--- src/rtl/seven_seg_pkg.sv ---
// Shared constants for the seven-segment scan driver: glyph table, segment bit positions, polarity helper.
// Latency: n/a (package, constants and a pure function only).
// Backpressure: n/a.
package seven_seg_pkg;

    // Bit positions inside the 8-bit segment word {dp,g,f,e,d,c,b,a}.
    localparam int SEG_DP = 7;
    localparam int SEG_G  = 6;
    localparam int SEG_A  = 0;

    // Active-high segment words: nothing lit / everything lit.
    localparam logic [7:0] SEG_OFF = 8'h00;
    localparam logic [7:0] SEG_ON  = 8'hFF;

    // Active-high {g..a} patterns, indexed by hex nibble 0..F.
    localparam logic [0:15][6:0] GLYPH_TABLE = {
        7'h3F, 7'h06, 7'h5B, 7'h4F, 7'h66, 7'h6D, 7'h7D, 7'h07,
        7'h7F, 7'h6F, 7'h77, 7'h7C, 7'h39, 7'h5E, 7'h79, 7'h71
    };

    // Convert an active-high segment word to the board's pin polarity.
    function automatic logic [7:0] seg_polarity(input logic [7:0] active_high,
                                                input logic       active_low);
        return active_low ? ~active_high : active_high;
    endfunction

endpackage

--- src/rtl/hex_to_seg_glyph.sv ---
// Combinational hex nibble + decimal point to active-high 8-bit segment pattern.
// Latency: 0 cycles (pure combinational).
// Backpressure: none; output follows inputs continuously.
// Ports: nibble (hex digit), dp (decimal point request), glyph ({dp,g..a}, 1 = lit).
module hex_to_seg_glyph
    import seven_seg_pkg::*;
(
    input  logic [3:0] nibble,
    input  logic       dp,
    output logic [7:0] glyph
);

    always_comb begin
        glyph                = SEG_OFF;
        glyph[SEG_G:SEG_A]   = GLYPH_TABLE[nibble];
        glyph[SEG_DP]        = dp;
    end

endmodule

--- src/rtl/seven_seg_scan_driver.sv ---
// Time-multiplexed seven-segment driver: latches a hex word and scans one digit per refresh slot.
// Latency: seg_out/an_out are registered, 1 cycle behind the slot counter and digit index.
// Backpressure: none; load is accepted every cycle, the display scans free-running.
// Ports: clk, reset (sync, active-high), load/data_in/dp_in/blank_in (shadow capture),
//        lz_suppress (live), seg_out {dp,g..a}, an_out (one-hot digit enable), digit_idx.
module seven_seg_scan_driver
    import seven_seg_pkg::*;
#(
    parameter int NUM_DIGITS     = 4,
    parameter int REFRESH_DIV    = 50000,
    parameter int BLANK_CYCLES   = 16,
    parameter bit SEG_ACTIVE_LOW = 1'b1,
    parameter bit AN_ACTIVE_LOW  = 1'b1,
    localparam int IDX_W         = (NUM_DIGITS > 1) ? $clog2(NUM_DIGITS) : 1
) (
    input  logic                    clk,
    input  logic                    reset,
    input  logic                    load,
    input  logic [4*NUM_DIGITS-1:0] data_in,
    input  logic [NUM_DIGITS-1:0]   dp_in,
    input  logic [NUM_DIGITS-1:0]   blank_in,
    input  logic                    lz_suppress,
    output logic [7:0]              seg_out,
    output logic [NUM_DIGITS-1:0]   an_out,
    output logic [IDX_W-1:0]        digit_idx
);

    localparam int                   CNT_W    = $clog2(REFRESH_DIV);
    localparam logic [CNT_W-1:0]     CNT_LAST = CNT_W'(REFRESH_DIV - 1);
    localparam logic [CNT_W-1:0]     CNT_BLNK = CNT_W'(BLANK_CYCLES);
    localparam logic [IDX_W-1:0]     IDX_LAST = IDX_W'(NUM_DIGITS - 1);
    localparam logic [NUM_DIGITS-1:0] AN_ONE  = NUM_DIGITS'(1);
    localparam logic [NUM_DIGITS-1:0] AN_OFF  = AN_ACTIVE_LOW ? {NUM_DIGITS{1'b1}} : {NUM_DIGITS{1'b0}};

    logic [4*NUM_DIGITS-1:0] data_q;
    logic [NUM_DIGITS-1:0]   dp_q;
    logic [NUM_DIGITS-1:0]   blank_q;
    logic [CNT_W-1:0]        cnt;
    logic [IDX_W-1:0]        idx_q;

    logic [3:0]              cur_nib;
    logic                    cur_dp;
    logic                    cur_blank;
    logic                    cur_lz;
    logic                    lz_chain;
    logic                    dark;
    logic                    in_blank;
    logic [7:0]              glyph;
    logic [7:0]              seg_lit;
    logic [NUM_DIGITS-1:0]   an_onehot;

    assign digit_idx = idx_q;

    // Shadow registers: the display shows a stable snapshot between loads.
    always_ff @(posedge clk) begin
        if (reset) begin
            data_q  <= '0;
            dp_q    <= '0;
            blank_q <= '0;
        end else if (load) begin
            data_q  <= data_in;
            dp_q    <= dp_in;
            blank_q <= blank_in;
        end
    end

    // Slot counter and digit index; the index advances on counter wrap.
    always_ff @(posedge clk) begin
        if (reset) begin
            cnt   <= '0;
            idx_q <= '0;
        end else if (cnt == CNT_LAST) begin
            cnt   <= '0;
            idx_q <= (idx_q == IDX_LAST) ? '0 : idx_q + 1'b1;
        end else begin
            cnt   <= cnt + 1'b1;
        end
    end

    // Select the current digit's fields. lz_chain walks from the most significant
    // digit downwards and stays set only while every nibble seen so far is zero.
    always_comb begin
        cur_nib   = 4'h0;
        cur_dp    = 1'b0;
        cur_blank = 1'b0;
        cur_lz    = 1'b0;
        lz_chain  = 1'b1;
        for (int i = NUM_DIGITS - 1; i >= 0; i--) begin
            lz_chain = lz_chain & (data_q[4*i +: 4] == 4'h0);
            if (idx_q == IDX_W'(i)) begin
                cur_nib   = data_q[4*i +: 4];
                cur_dp    = dp_q[i];
                cur_blank = blank_q[i];
                cur_lz    = lz_chain && (i > 0);  // digit 0 always shows, so "0" is visible
            end
        end
    end

    hex_to_seg_glyph u_glyph (
        .nibble (cur_nib),
        .dp     (cur_dp),
        .glyph  (glyph)
    );

    // A dark digit keeps its anode enabled but lights nothing, dp included.
    assign dark      = cur_blank | (lz_suppress & cur_lz);
    assign seg_lit   = glyph & (dark ? SEG_OFF : SEG_ON);
    assign an_onehot = AN_ONE << idx_q;
    assign in_blank  = (cnt < CNT_BLNK);

    // Registered pins; the blanking window at the start of each slot keeps all
    // anodes off while segments settle, avoiding ghosting onto the next digit.
    always_ff @(posedge clk) begin
        if (reset || in_blank) begin
            seg_out <= seg_polarity(SEG_OFF, SEG_ACTIVE_LOW);
            an_out  <= AN_OFF;
        end else begin
            seg_out <= seg_polarity(seg_lit, SEG_ACTIVE_LOW);
            an_out  <= AN_ACTIVE_LOW ? ~an_onehot : an_onehot;
        end
    end

endmodule
--- config.mk ---
export PLATFORM = sky130hd
export DESIGN_NAME = seven_seg_scan_driver
export DESIGN_NICKNAME = d
export VERILOG_FILES = /design/src/rtl/seven_seg_pkg.sv /design/src/rtl/hex_to_seg_glyph.sv /design/src/rtl/seven_seg_scan_driver.sv
export SDC_FILE = /design/constraint.sdc
export NUM_CORES = 1
export LEC_CHECK = 0
export CAP_MARGIN = 20
export CORE_ASPECT_RATIO = 0.5
export CORE_MARGIN = 8
export CORE_UTILIZATION = 30
export CTS_CLUSTER_DIAMETER = 60
export DETAILED_ROUTE_END_ITERATION = 12
export SYNTH_ARGS = -nofsm -noshare
export SYNTH_HDL_FRONTEND = slang
export SYNTH_SLANG_ARGS = --single-unit
--- constraint.sdc ---
create_clock -name clk -period 3.1 [get_ports clk]
set_input_delay 0.62 -clock clk [delete_from_list [all_inputs] [get_ports clk]]
set_output_delay 0.62 -clock clk [all_outputs]
set_load 0.02 [all_outputs]
* Word-level counts from Yosys, hierarchy flattened *
Memory sizes are Yosys's and may differ from the RTL's.
Cells that the tools add are included.

storage, ports and cells
  bits in registers = 54
  ROM bits = 112
  output and inout port bits = 14
  word-level logic and storage cells = 51
  memories kept = 1

cells by class
  add/subtract/negate cells = 2
  order comparisons = 2
  equal/unequal tests = 4
  shift operators = 1
  muxes and demuxes = 20
  bitwise operators = 8
  reductions and logical operators = 6

memory list
  memory            words  bits a word  read ports  clocked after Yosys merged registers in  wr ports  line                    RTL
  (name not given)  16     7            1           0                                        0         hex_to_seg_glyph.sv:15  glyph[SEG_G:SEG_A] = GLYPH_TABLE[nibble];

operators by type and width
  kind                   count
  $add 16x1->16 const B  1
  $eq 16x16->1 const B   1
  $lt 16x5->1 const B    1
  $mux 4                 4
  $mux 7                 2
  $logic_not 4->1        3
  $mux 1                 12
  $and 8x8->8            1
  $mux 8                 1
  $not 8->8              1
  $ge 5x5->1 const B     1
  $not 4->5              1
  $eq 2x2->1 const B     2
  $not 4->4              1
  $shl 1x2->4 const A    1
  $and 1x1->1            3
  $add 2x1->2 const B    1
  $eq 2x1->1 const B     1
  $logic_not 2->1        1
  $mux 2                 1
  $reduce_or 2->1        1
  $logic_or 1x1->1       1
  $or 1x1->1             1

* Longest topological paths before layout *
Gate-level depths: netlist of run 1.

  depth after elaboration = 11
  depth in mapped cells = 10

* Hierarchy *
From an unflattened synthesis of run 1, not the netlist that was laid out.

unflattened totals
  cells, all modules = 280
  area, all modules = 2575.0 um2

by module, submodules not included
  module                 times used  cells each  area an instance (um2)
  seven_seg_scan_driver  1           246         2277.2
  hex_to_seg_glyph       1           34          297.8

* Least setup slack after synthesis of run 1 *
Ideal clock, no wire load.

  kind = reg2reg
  start = reg idx_q[0], in the netlist digit_idx[0]
  end = reg seg_out[3]
  library setup time = 0.125 ns
  arrival time = 2.335 ns
  setup slack = 0.640 ns
  cell stages (with the launch flop) = 10
  period minus slack after synthesis = 2.460 ns
  path through = dfxtp_1 -> inv_1 -> ha_1 -> nand3b_1 -> a221oi_1 -> inv_1 -> ha_1 -> nor2_1 -> a211oi_1 -> o21ai_1

on the way
  word-level cells in the longest chain between the ends = 11
  elaborated cells on any way between the ends = 25

ends and longest elaborated chain
  what                                       line                          RTL
  start: declaration                         seven_seg_scan_driver.sv:39   logic [IDX_W-1:0] idx_q;
  start signal: assignment                   seven_seg_scan_driver.sv:74   idx_q <= (idx_q == IDX_LAST) ? '0 : idx_q + 1'b1;
  $eq 2x2->1                                 seven_seg_scan_driver.sv:90   if (idx_q == IDX_W'(i)) begin
  $mux 4 (4 in a row)                        seven_seg_scan_driver.sv:90
  $not 4->5 (not written as such)            hex_to_seg_glyph.sv:15
  $mem_v2 16x7                               n/a
  $mux 7 (not written as such) (2 in a row)  hex_to_seg_glyph.sv:15
  $and 8x8->8 *                              seven_seg_scan_driver.sv:107  assign seg_lit = glyph & (dark ? SEG_OFF : SEG_ON);
  $not 8->8 *                                seven_seg_pkg.sv:24           return active_low ? ~active_high : active_high;
  end signal: assignment                     seven_seg_scan_driver.sv:115  seg_out <= seg_polarity(SEG_OFF, SEG_ACTIVE_LOW);
  end signal: assignment                     seven_seg_scan_driver.sv:118  seg_out <= seg_polarity(seg_lit, SEG_ACTIVE_LOW);
  end: declaration                           seven_seg_scan_driver.sv:23   output logic [7:0] seg_out,

Every way passes the cells marked *; elsewhere a longest branch is shown, timed or not. The select of a mux whose other input is x is not followed.
A chain may end at the register's enable or synchronous reset.

* Worst setup path in the final report of run 1 *
Ends and elaborated chain as after synthesis.

==> impl_metrics.env, run 1 <==
export IMPL_outcome="finished clean"
export IMPL_final_layout_size_suffix_gt1_frac=0.05096
export IMPL_hold_violations=0
export IMPL_mostFrequentLayoutCells="nor2_1, dfxtp_1, clkdlybuf4s50_1"
export IMPL_ys_ff_latch=54
export IMPL_clock_sinks=54
export IMPL_clk_latency_ns=0.29
export IMPL_port_buffers=41
export IMPL_fp_dieW_um=143.8
export IMPL_setup_tns_ns=0
export IMPL_die_area_um2=11480
export IMPL_synth_area_per_cell_um2=8.969
export IMPL_clock_skew_ns=0.007006
export IMPL_peakVddDrop_v=0.0002143
export IMPL_placementRows=23
export IMPL_numCtsBuffers=5
export IMPL_post_cts_buffers=0
export IMPL_layout_nets=351
export IMPL_yosysSeqAreaShare=0.4415
export IMPL_syn_nets=311
export IMPL_slowest_stage="dfxtp_1"
export IMPL_multi_input_area_um2=1274
export IMPL_synth_top_area_share=0.4415
export IMPL_antenna_found_initial=0
export IMPL_netlist_cell_type_count=41
export IMPL_yosys_warnings=0
export IMPL_dp_hpwl_um=4063
export IMPL_crit_required_ns=3.27
export IMPL_clk_pin_slew_worst_paths_ns=0.07
export IMPL_cp_slowest_stage_delay_ns=0.42
export IMPL_slew_viol_final=0
export IMPL_layout_area_seq_um2=1081
export IMPL_cts_resized=0
export IMPL_path_max_fanout=15
export IMPL_cts_tree="done"
export IMPL_period_needed_ns=2.417
export IMPL_core_um2=7971
export IMPL_io_pins=42
export IMPL_syn_to_final_growth_pct=29.38
export IMPL_grt_use_total=0.09644
export IMPL_h_tree_depth=2
export IMPL_grt_first_pass_wirelength_um=8983
export IMPL_nFillCells=778
export IMPL_cts_hold_buf=0
export IMPL_top_layer_used="met4"
export IMPL_cp_start_kind="flip-flop"
export IMPL_endpoint_kind="flip-flop"
export IMPL_routed_wl_um=5358
export IMPL_max_cap_violations=0
export IMPL_slew_headroom=0.5807
export IMPL_synth_main_ff_cell="dfxtp_1"
export IMPL_drt_vias_per_instance=4.610
export IMPL_clock_path_buffers=2
export IMPL_wire_per_inst_um=12.58
export IMPL_drc=0
export IMPL_cts_root_buf="clkbuf_16"
export IMPL_ys_top_cells_by_area="dfxtp_1, mux2i_1, nor2_1, ha_1, nand2_1"
export IMPL_grt_max_degree=29
export IMPL_rsz0062_at_grt="false"
export IMPL_die_h_um=79.89
export IMPL_hold_class="flip-flop to flip-flop"
export IMPL_drt_pass1_iter_count=5
export IMPL_wl_met3_um=208
export IMPL_async_flop_share=0
export IMPL_antenna_cells=0
export IMPL_synth_edf_count=0
export IMPL_place_congestion=0.8098
export IMPL_power_density_nw_per_um2=499.7
export IMPL_drt_met1_wl_um=2356
export IMPL_yosysTopAreaCell="dfxtp_1"
export IMPL_overflow=0
export IMPL_max_freq_mhz=413.8
export IMPL_via_count=1964
export IMPL_initial_core_util=0.3072
export IMPL_tightestPinTransition_ns=0.6290
export IMPL_cp_arrival_ns=2.58
export IMPL_postSynthCellCount=273
export IMPL_met2WireLength_um=2751
export IMPL_period_share=0.7796
export IMPL_first_iter_violations=103
export IMPL_path_cells="inv_1 -> ha_1 -> nand3b_1 -> a221oi_1 -> buf_4 -> inv_1 -> ha_1 -> nor2_1 -> a211oi_1 -> o21ai_1"
export IMPL_syn_area_um2=2449
export IMPL_leakage_uw=0.001210
export IMPL_setup_violations=0
export IMPL_grt_pass1_vias=1984
export IMPL_ant_nets=0
export IMPL_worstSetupPathType="flip-flop to flip-flop"
export IMPL_fin_hold_ws_ns=0.4458
-- path summary, 6_finish.rpt --
path	start	to	slack (ns)	cells after the start
worst max-delay path	digit_idx[0]$_SDFFE_PP0P_	seg_out[3]$_SDFF_PP1_	0.68	10
worst min register to register	cnt[0]$_SDFF_PP0_	cnt[0]$_SDFF_PP0_	0.45	1
worst max register to register	digit_idx[0]$_SDFFE_PP0P_	seg_out[3]$_SDFF_PP1_	0.68	10
worst min-delay path	cnt[0]$_SDFF_PP0_	cnt[0]$_SDFF_PP0_	0.45	1
-- kinds of logic (layout without fill, tap and decap cells) --
kind of cell               after synthesis  after routing  synth area share
xor gates and xnor gates                14             14           0.05008
muxes                                   25             25            0.1022
and+or+nand+nor                        116            116            0.2197
adders and majority gates               10             10           0.05110
DFF                                     54             54            0.4415
buffers and inverters                   21             62           0.03832
AOI/OAI and AO/OA                       33             33           0.09709
-- worst max-delay path: cells and delay by family (launching register included) --
family	cells	cell delay, ns
DFF	1	0.42
AOI/OAI and AO/OA	3	0.59
buffers and inverters	3	0.37
adders and majority gates	2	0.66
and+or+nand+nor	2	0.27
-- synth_stat cells (all sizes together) (7+ instances only) --
cell,n
a211oi,7
xnor2,7
ha,10
xor2,7
a21oi,8
buf,9
nor2,54
nand2,24
dfxtp,54
nor3,9
inv,9
mux2i,25
-- routing by layer --
layer / vias to the layer above / global-route usage
met5: - / 0
li1: 1020 / -
met1: 909 / 0.1043
met4: 0 / 0.03330
met3: 4 / 0.02625
met2: 31 / 0.1798
-- registers in the layout (all words and copies together), names as in the netlist --
signal,cells
digit_idx,2
an_out,4
data_q,16
seg_out,8
dp_q,4
blank_q,4
cnt,16
-- layout make-up --
| class | instances | share of cell area |
|---|---|---|
| inverter | 9 | 0.01066 |
| clock inverter | 2 | 0.01896 |
| multi-input combinational | 198 | 0.4021 |
| timing repair buffer | 45 | 0.1390 |
| clock buffer | 6 | 0.04384 |
| sequential | 54 | 0.3412 |
| tap | 112 | 0.04423 |
-- metrics by stage --
step | total power [uW] | area, um2 | worst slack (ns) | instances | utilization
after floorplan | 819.2 | 2449 | 0.6402 | 273 | -
after global routing | 1657 | 3168 | 0.4089 | 426 | 0.3974
after detailed placement | 875.5 | 2969 | 0.7024 | 418 | 0.3725
after CTS | 1603 | 3168 | 0.6770 | 426 | 0.3974
after global placement | 871.0 | 2969 | 0.7690 | 418 | 0.3725
final | 1583 | 3168 | 0.6833 | 426 | 0.3974
-- power breakdown --
part	internal, uW	switching, uW	leakage [uW]	total, uW
clock	485	239	0.0000971	723
sequential	715	16.1	0.000441	732
combinational	69.9	58.1	0.000672	128
No activity file was read; power rests on OpenSTA's default activity.
==> inputs of run 2 (changes only) <==
==> constraint.sdc (replaced) <==
create_clock -name clk -period 2.5 [get_ports clk]
set_input_delay 0.5 -clock clk [delete_from_list [all_inputs] [get_ports clk]]
set_output_delay 0.5 -clock clk [all_outputs]
set_load 0.02 [all_outputs]
==> run 2 against run 1 <==
Against the previous run: maximum frequency grew 4.3%; via count grew 0.87%; utilization is essentially flat; hold slack improved by 0.0052 ns; sequential share of layout area barely moved; critical endpoint unchanged.
==> impl_metrics.env, run 2 (synthesis results as in run 1) <==
export IMPL_nFillCells=785
export IMPL_max_cap_violations=0
export IMPL_ant_nets=0
export IMPL_leakage_uw=0.001220
export IMPL_h_tree_depth=2
export IMPL_slew_viol_final=0
export IMPL_reg_top3="cnt: 16 flops, data_q: 16 flops, seg_out: 8 flops"
export IMPL_initial_core_util=0.3072
export IMPL_hold_class="flip-flop to flip-flop"
export IMPL_io_pins=42
export IMPL_final_layout_size_suffix_gt1_frac=0.06854
export IMPL_drt_pass1_iter_count=4
export IMPL_mostFrequentLayoutCells="nor2_1, dfxtp_1, clkdlybuf4s50_1"
export IMPL_outcome="finished clean"
export IMPL_placementRows=23
export IMPL_dp_hpwl_um=4180
export IMPL_grt_max_degree=25
export IMPL_antenna_found_initial=0
export IMPL_via_count=1981
export IMPL_die_area_um2=11480
export IMPL_core_um2=7971
export IMPL_tightestPinTransition_ns=0.5915
export IMPL_clock_path_buffers=2
export IMPL_rsz0062_at_grt="false"
export IMPL_cts_tree="done"
export IMPL_overflow=0
export IMPL_cts_root_buf="clkbuf_16"
export IMPL_clk_pin_slew_worst_paths_ns=0.07
export IMPL_period_share=0.9264
export IMPL_fp_dieW_um=143.8
export IMPL_p_comb_frac=0.093
export IMPL_routed_wl_um=5368
export IMPL_worstSetupPathType="flip-flop to flip-flop"
export IMPL_antenna_cells=0
export IMPL_path_max_fanout=12
export IMPL_setup_violations=0
export IMPL_port_buffers=41
export IMPL_wire_per_inst_um=12.40
export IMPL_grt_use_total=0.09460
export IMPL_netSwitchingFraction=0.2200
export IMPL_cp_start_kind="flip-flop"
export IMPL_slowest_stage="a221oi_1"
export IMPL_numCtsBuffers=5
export IMPL_path_cells="inv_1 -> ha_1 -> a211oi_1 -> a221oi_1 -> inv_1 -> ha_1 -> nor2_1 -> a211oi_1 -> o21ai_1"
export IMPL_cp_arrival_ns=2.48
export IMPL_max_freq_mhz=431.8
export IMPL_pwr_share_clk=0.382
export IMPL_cts_resized=0
export IMPL_period_needed_ns=2.316
export IMPL_slew_headroom=0.6033
export IMPL_endpoint_kind="flip-flop"
export IMPL_seqPwrFrac=0.525
export IMPL_drt_vias_per_instance=4.575
export IMPL_p_int_uw=1348
export IMPL_cp_slowest_stage_delay_ns=0.41
export IMPL_crit_required_ns=2.66
export IMPL_fin_hold_ws_ns=0.4510
export IMPL_first_iter_violations=128
export IMPL_clk_latency_ns=0.28
export IMPL_place_congestion=0.8124
export IMPL_layout_nets=358
export IMPL_clock_sinks=54
export IMPL_cts_hold_buf=0
export IMPL_peakVddDrop_v=0.0003705
export IMPL_drc=0
export IMPL_post_cts_buffers=0
export IMPL_setup_tns_ns=0
export IMPL_crit_family="compound AO/OA/AOI/OAI gates"
export IMPL_syn_to_final_growth_pct=29.23
export IMPL_p_sw_uw=380.2
export IMPL_power_density_nw_per_um2=546.0
export IMPL_hold_violations=0
export IMPL_die_h_um=79.89
export IMPL_grt_pass1_vias=1903
export IMPL_path_buf_inv=2
export IMPL_clock_skew_ns=0.005614
export IMPL_grt_first_pass_wirelength_um=8832
## run 2: cell types whose count changed in the layout (fill, tap and decap cells not counted)
| cell | change |
|---|---|
| clkbuf_1 | +1 |
| clkbuf_8 | -1 |
| bufinv_16 | -2 |
| clkinv_2 | +1 |
| buf_4 | +7 |
| clkinv_4 | +1 |
## run 2: final timing paths
path                            slack, ns  cells after the start                     to                       from
worst min register to register       0.45                      1      cnt[0]$_SDFF_PP0_          cnt[0]$_SDFF_PP0_
worst max register to register       0.18                      9  seg_out[3]$_SDFF_PP1_  digit_idx[1]$_SDFFE_PP0P_
worst min-delay path                 0.45                      1      cnt[0]$_SDFF_PP0_          cnt[0]$_SDFF_PP0_
worst max-delay path                 0.18                      9  seg_out[3]$_SDFF_PP1_  digit_idx[1]$_SDFFE_PP0P_
## run 2: power groups by stage
stage                     clock (uW)  combinational (uW)  sequential, uW
after floorplan                    0                96.6             919
after global placement             0                 156             927
after detailed placement           0                 161             926
after CTS                        688                 162             907
after global routing             736                 175             910
final                            660                 160             907
## run 2: layout make-up
type | instances | area, um2 | share of cell area
inverter | 9 | 33.78 | 0.01068
timing repair buffer | 52 | 493.0 | 0.1558
sequential | 54 | 1081 | 0.3416
clock buffer | 6 | 128.9 | 0.04073
multi-input combinational | 198 | 1274 | 0.4025
clock inverter | 2 | 13.76 | 0.004350
tap | 112 | 140.1 | 0.04429
## run 2: through the flow
step | util | cells | setup WS, ns | total power [uW] | cell area, um2
after floorplan | - | 273 | 0.04023 | 1016 | 2449
after global placement | 0.3791 | 425 | 0.3242 | 1083 | 3022
after detailed placement | 0.3791 | 425 | 0.2010 | 1087 | 3022
after CTS | 0.3970 | 433 | 0.1864 | 1756 | 3164
after global routing | 0.3970 | 433 | 0.05181 | 1821 | 3164
final | 0.3970 | 433 | 0.1839 | 1728 | 3164
## run 2: layer usage
layer	global-route usage	part of all wire	vias up
met4	0.03434	0.010	0
met2	0.1648	0.50	18
li1	-	-	1030
met5	0	0	-
met1	0.1111	0.46	931
met3	0.02446	0.032	2
==> inputs of run 3 (changes only) <==
--- a/config.mk
+++ b/config.mk
@@ -11,6 +11,8 @@
 export CORE_UTILIZATION = 30
 export CTS_CLUSTER_DIAMETER = 60
 export DETAILED_ROUTE_END_ITERATION = 12
+export DONT_BUFFER_PORTS = 1
+export PLACE_DENSITY_LB_ADDON = 0.3
 export SYNTH_ARGS = -nofsm -noshare
 export SYNTH_HDL_FRONTEND = slang
 export SYNTH_SLANG_ARGS = --single-unit
==> run 3 against run 2 <==
Against the previous run: clock power rose by 4.7%; sequential share of layout area rose by 5.3 points; worst setup slack improved by 0.13 ns; critical path type unchanged; critical endpoint unchanged; largest power group unchanged.
==> impl_metrics.env, run 3 (synthesis results as in run 1) <==
export IMPL_outcome="finished clean"
export IMPL_path_max_fanout=7
export IMPL_cts_tree="done"
export IMPL_peakVddDrop_v=0.0002644
export IMPL_setup_tns_ns=0
export IMPL_dp_hpwl_um=4076
export IMPL_nFillCells=804
export IMPL_drc=0
export IMPL_r2r_slack_ns=0.32
export IMPL_leakage_uw=0.001042
export IMPL_clk_pin_slew_worst_paths_ns=0.06
export IMPL_die_h_um=79.89
export IMPL_fp_dieW_um=143.8
export IMPL_ant_nets=0
export IMPL_slew_viol_final=0
export IMPL_reg_top3="cnt: 16 flops, data_q: 16 flops, seg_out: 8 flops"
export IMPL_die_area_um2=11480
export IMPL_placementRows=23
export IMPL_worstSetupPathType="flip-flop to flip-flop"
export IMPL_cp_slowest_stage_delay_ns=0.41
export IMPL_post_place_ws_ns=0.2619
export IMPL_port_buffers=0
export IMPL_slew_headroom=0.6386
export IMPL_period_share=0.8730
export IMPL_cp_start_kind="flip-flop"
export IMPL_clock_sinks=54
export IMPL_place_congestion=0.8068
export IMPL_grt_max_degree=30
export IMPL_max_freq_mhz=458.2
export IMPL_period_needed_ns=2.183
export IMPL_final_layout_size_suffix_gt1_frac=0.07220
export IMPL_endpoint_kind="flip-flop"
export IMPL_drt_pass1_iter_count=4
export IMPL_antenna_found_initial=0
export IMPL_antenna_cells=0
export IMPL_drt_vias_per_instance=4.733
export IMPL_layout_nets=314
export IMPL_io_pins=42
export IMPL_syn_to_final_growth_pct=11.86
export IMPL_via_count=1841
export IMPL_hold_class="input pin to flip-flop"
export IMPL_hold_violations=0
export IMPL_initial_core_util=0.3072
export IMPL_overflow=0
export IMPL_slowest_stage="dfxtp_1"
export IMPL_max_cap_violations=0
export IMPL_clk_latency_ns=0.29
export IMPL_first_iter_violations=112
export IMPL_clock_skew_ns=0.003727
export IMPL_rsz0062_at_grt="false"
export IMPL_wire_per_inst_um=13.71
export IMPL_core_um2=7971
export IMPL_clock_path_buffers=2
export IMPL_mostFrequentLayoutCells="nor2_1, dfxtp_1, mux2i_1"
export IMPL_routed_wl_um=5332
export IMPL_cp_arrival_ns=2.35
export IMPL_h_tree_depth=2
export IMPL_cts_hold_buf=0
export IMPL_worst_slack_ns=0.3174
export IMPL_crit_required_ns=2.67
export IMPL_utilization=0.3436
export IMPL_numCtsBuffers=5
export IMPL_grt_pass1_vias=1970
export IMPL_path_cells="inv_1 -> ha_1 -> nor3b_1 -> a221oi_1 -> inv_1 -> ha_1 -> nor2_1 -> a211oi_1 -> o21ai_1"
export IMPL_power_density_nw_per_um2=619.8
export IMPL_tightestPinTransition_ns=0.5389
export IMPL_grt_first_pass_wirelength_um=9266
export IMPL_setup_violations=0
export IMPL_grt_use_total=0.09991
export IMPL_cts_root_buf="clkbuf_16"
-- run 3: worst max-delay path, delay by kind of cell (launching register included) --
family	cells	cell delay [ns]
AND/OR/NAND/NOR	2	0.22
AO/OA/AOI/OAI	3	0.59
flip-flops	1	0.41
adder cells (fa/ha/maj)	2	0.59
buffers and inverters	2	0.25
-- run 3: cell type report --
| class | instances | area, um2 | area share |
|---|---|---|---|
| Clock buffer | 7 | 142.6 | 0.05208 |
| Clock inverter | 1 | 5.005 | 0.001827 |
| Inverter | 9 | 33.78 | 0.01233 |
| Multi-Input combinational cell | 198 | 1276 | 0.4660 |
| Sequential cell | 54 | 1081 | 0.3947 |
| Tap cell | 112 | 140.1 | 0.05116 |
| Timing Repair Buffer | 8 | 60.06 | 0.02193 |
-- run 3: where the power goes --
part | internal [uW] | switching (uW)
Sequential | 887 | 19.6
Combinational | 50.0 | 50.0
Clock | 397 | 293
Total | 1330 | 363
-- run 3: final timing paths --
path | from | to | depth (start not counted)
worst max-delay path | digit_idx[1]$_SDFFE_PP0P_ | seg_out[3]$_SDFF_PP1_ | 9
worst min-delay path | reset | digit_idx[0]$_SDFFE_PP0P_ | 1
worst min register to register | cnt[0]$_SDFF_PP0_ | cnt[0]$_SDFF_PP0_ | 1
worst max register to register | digit_idx[1]$_SDFFE_PP0P_ | seg_out[3]$_SDFF_PP1_ | 9
-- run 3: timing repair --
| action | in CTS | in global routing |
|---|---|---|
| buffers inserted | 0 | 0 |
| resized for setup | 0 | 1 |
| setup endpoints to repair | 0 | 1 |
-- run 3: metal layers --
layer	routed length (um)	vias to the layer above	part of all wire	GRT usage
li1	-	947	-	-
met1	2450	860	0.46	0.1121
met2	2631	28	0.49	0.1784
met3	186	6	0.035	0.03401
met4	63	0	0.012	0.02810
met5	0	-	0	0
-- run 3: metrics by stage --
step                cell area, um2  power, uW  instances  hold slack (ns)
floorplan                     2449       1016        273           0.4175
global placement              2589       1023        381           0.4309
detailed placement            2589       1026        381           0.4443
CTS                           2736       1720        389           0.2590
global route                  2739       1772        389           0.2596
finish                        2739       1697        389           0.2742
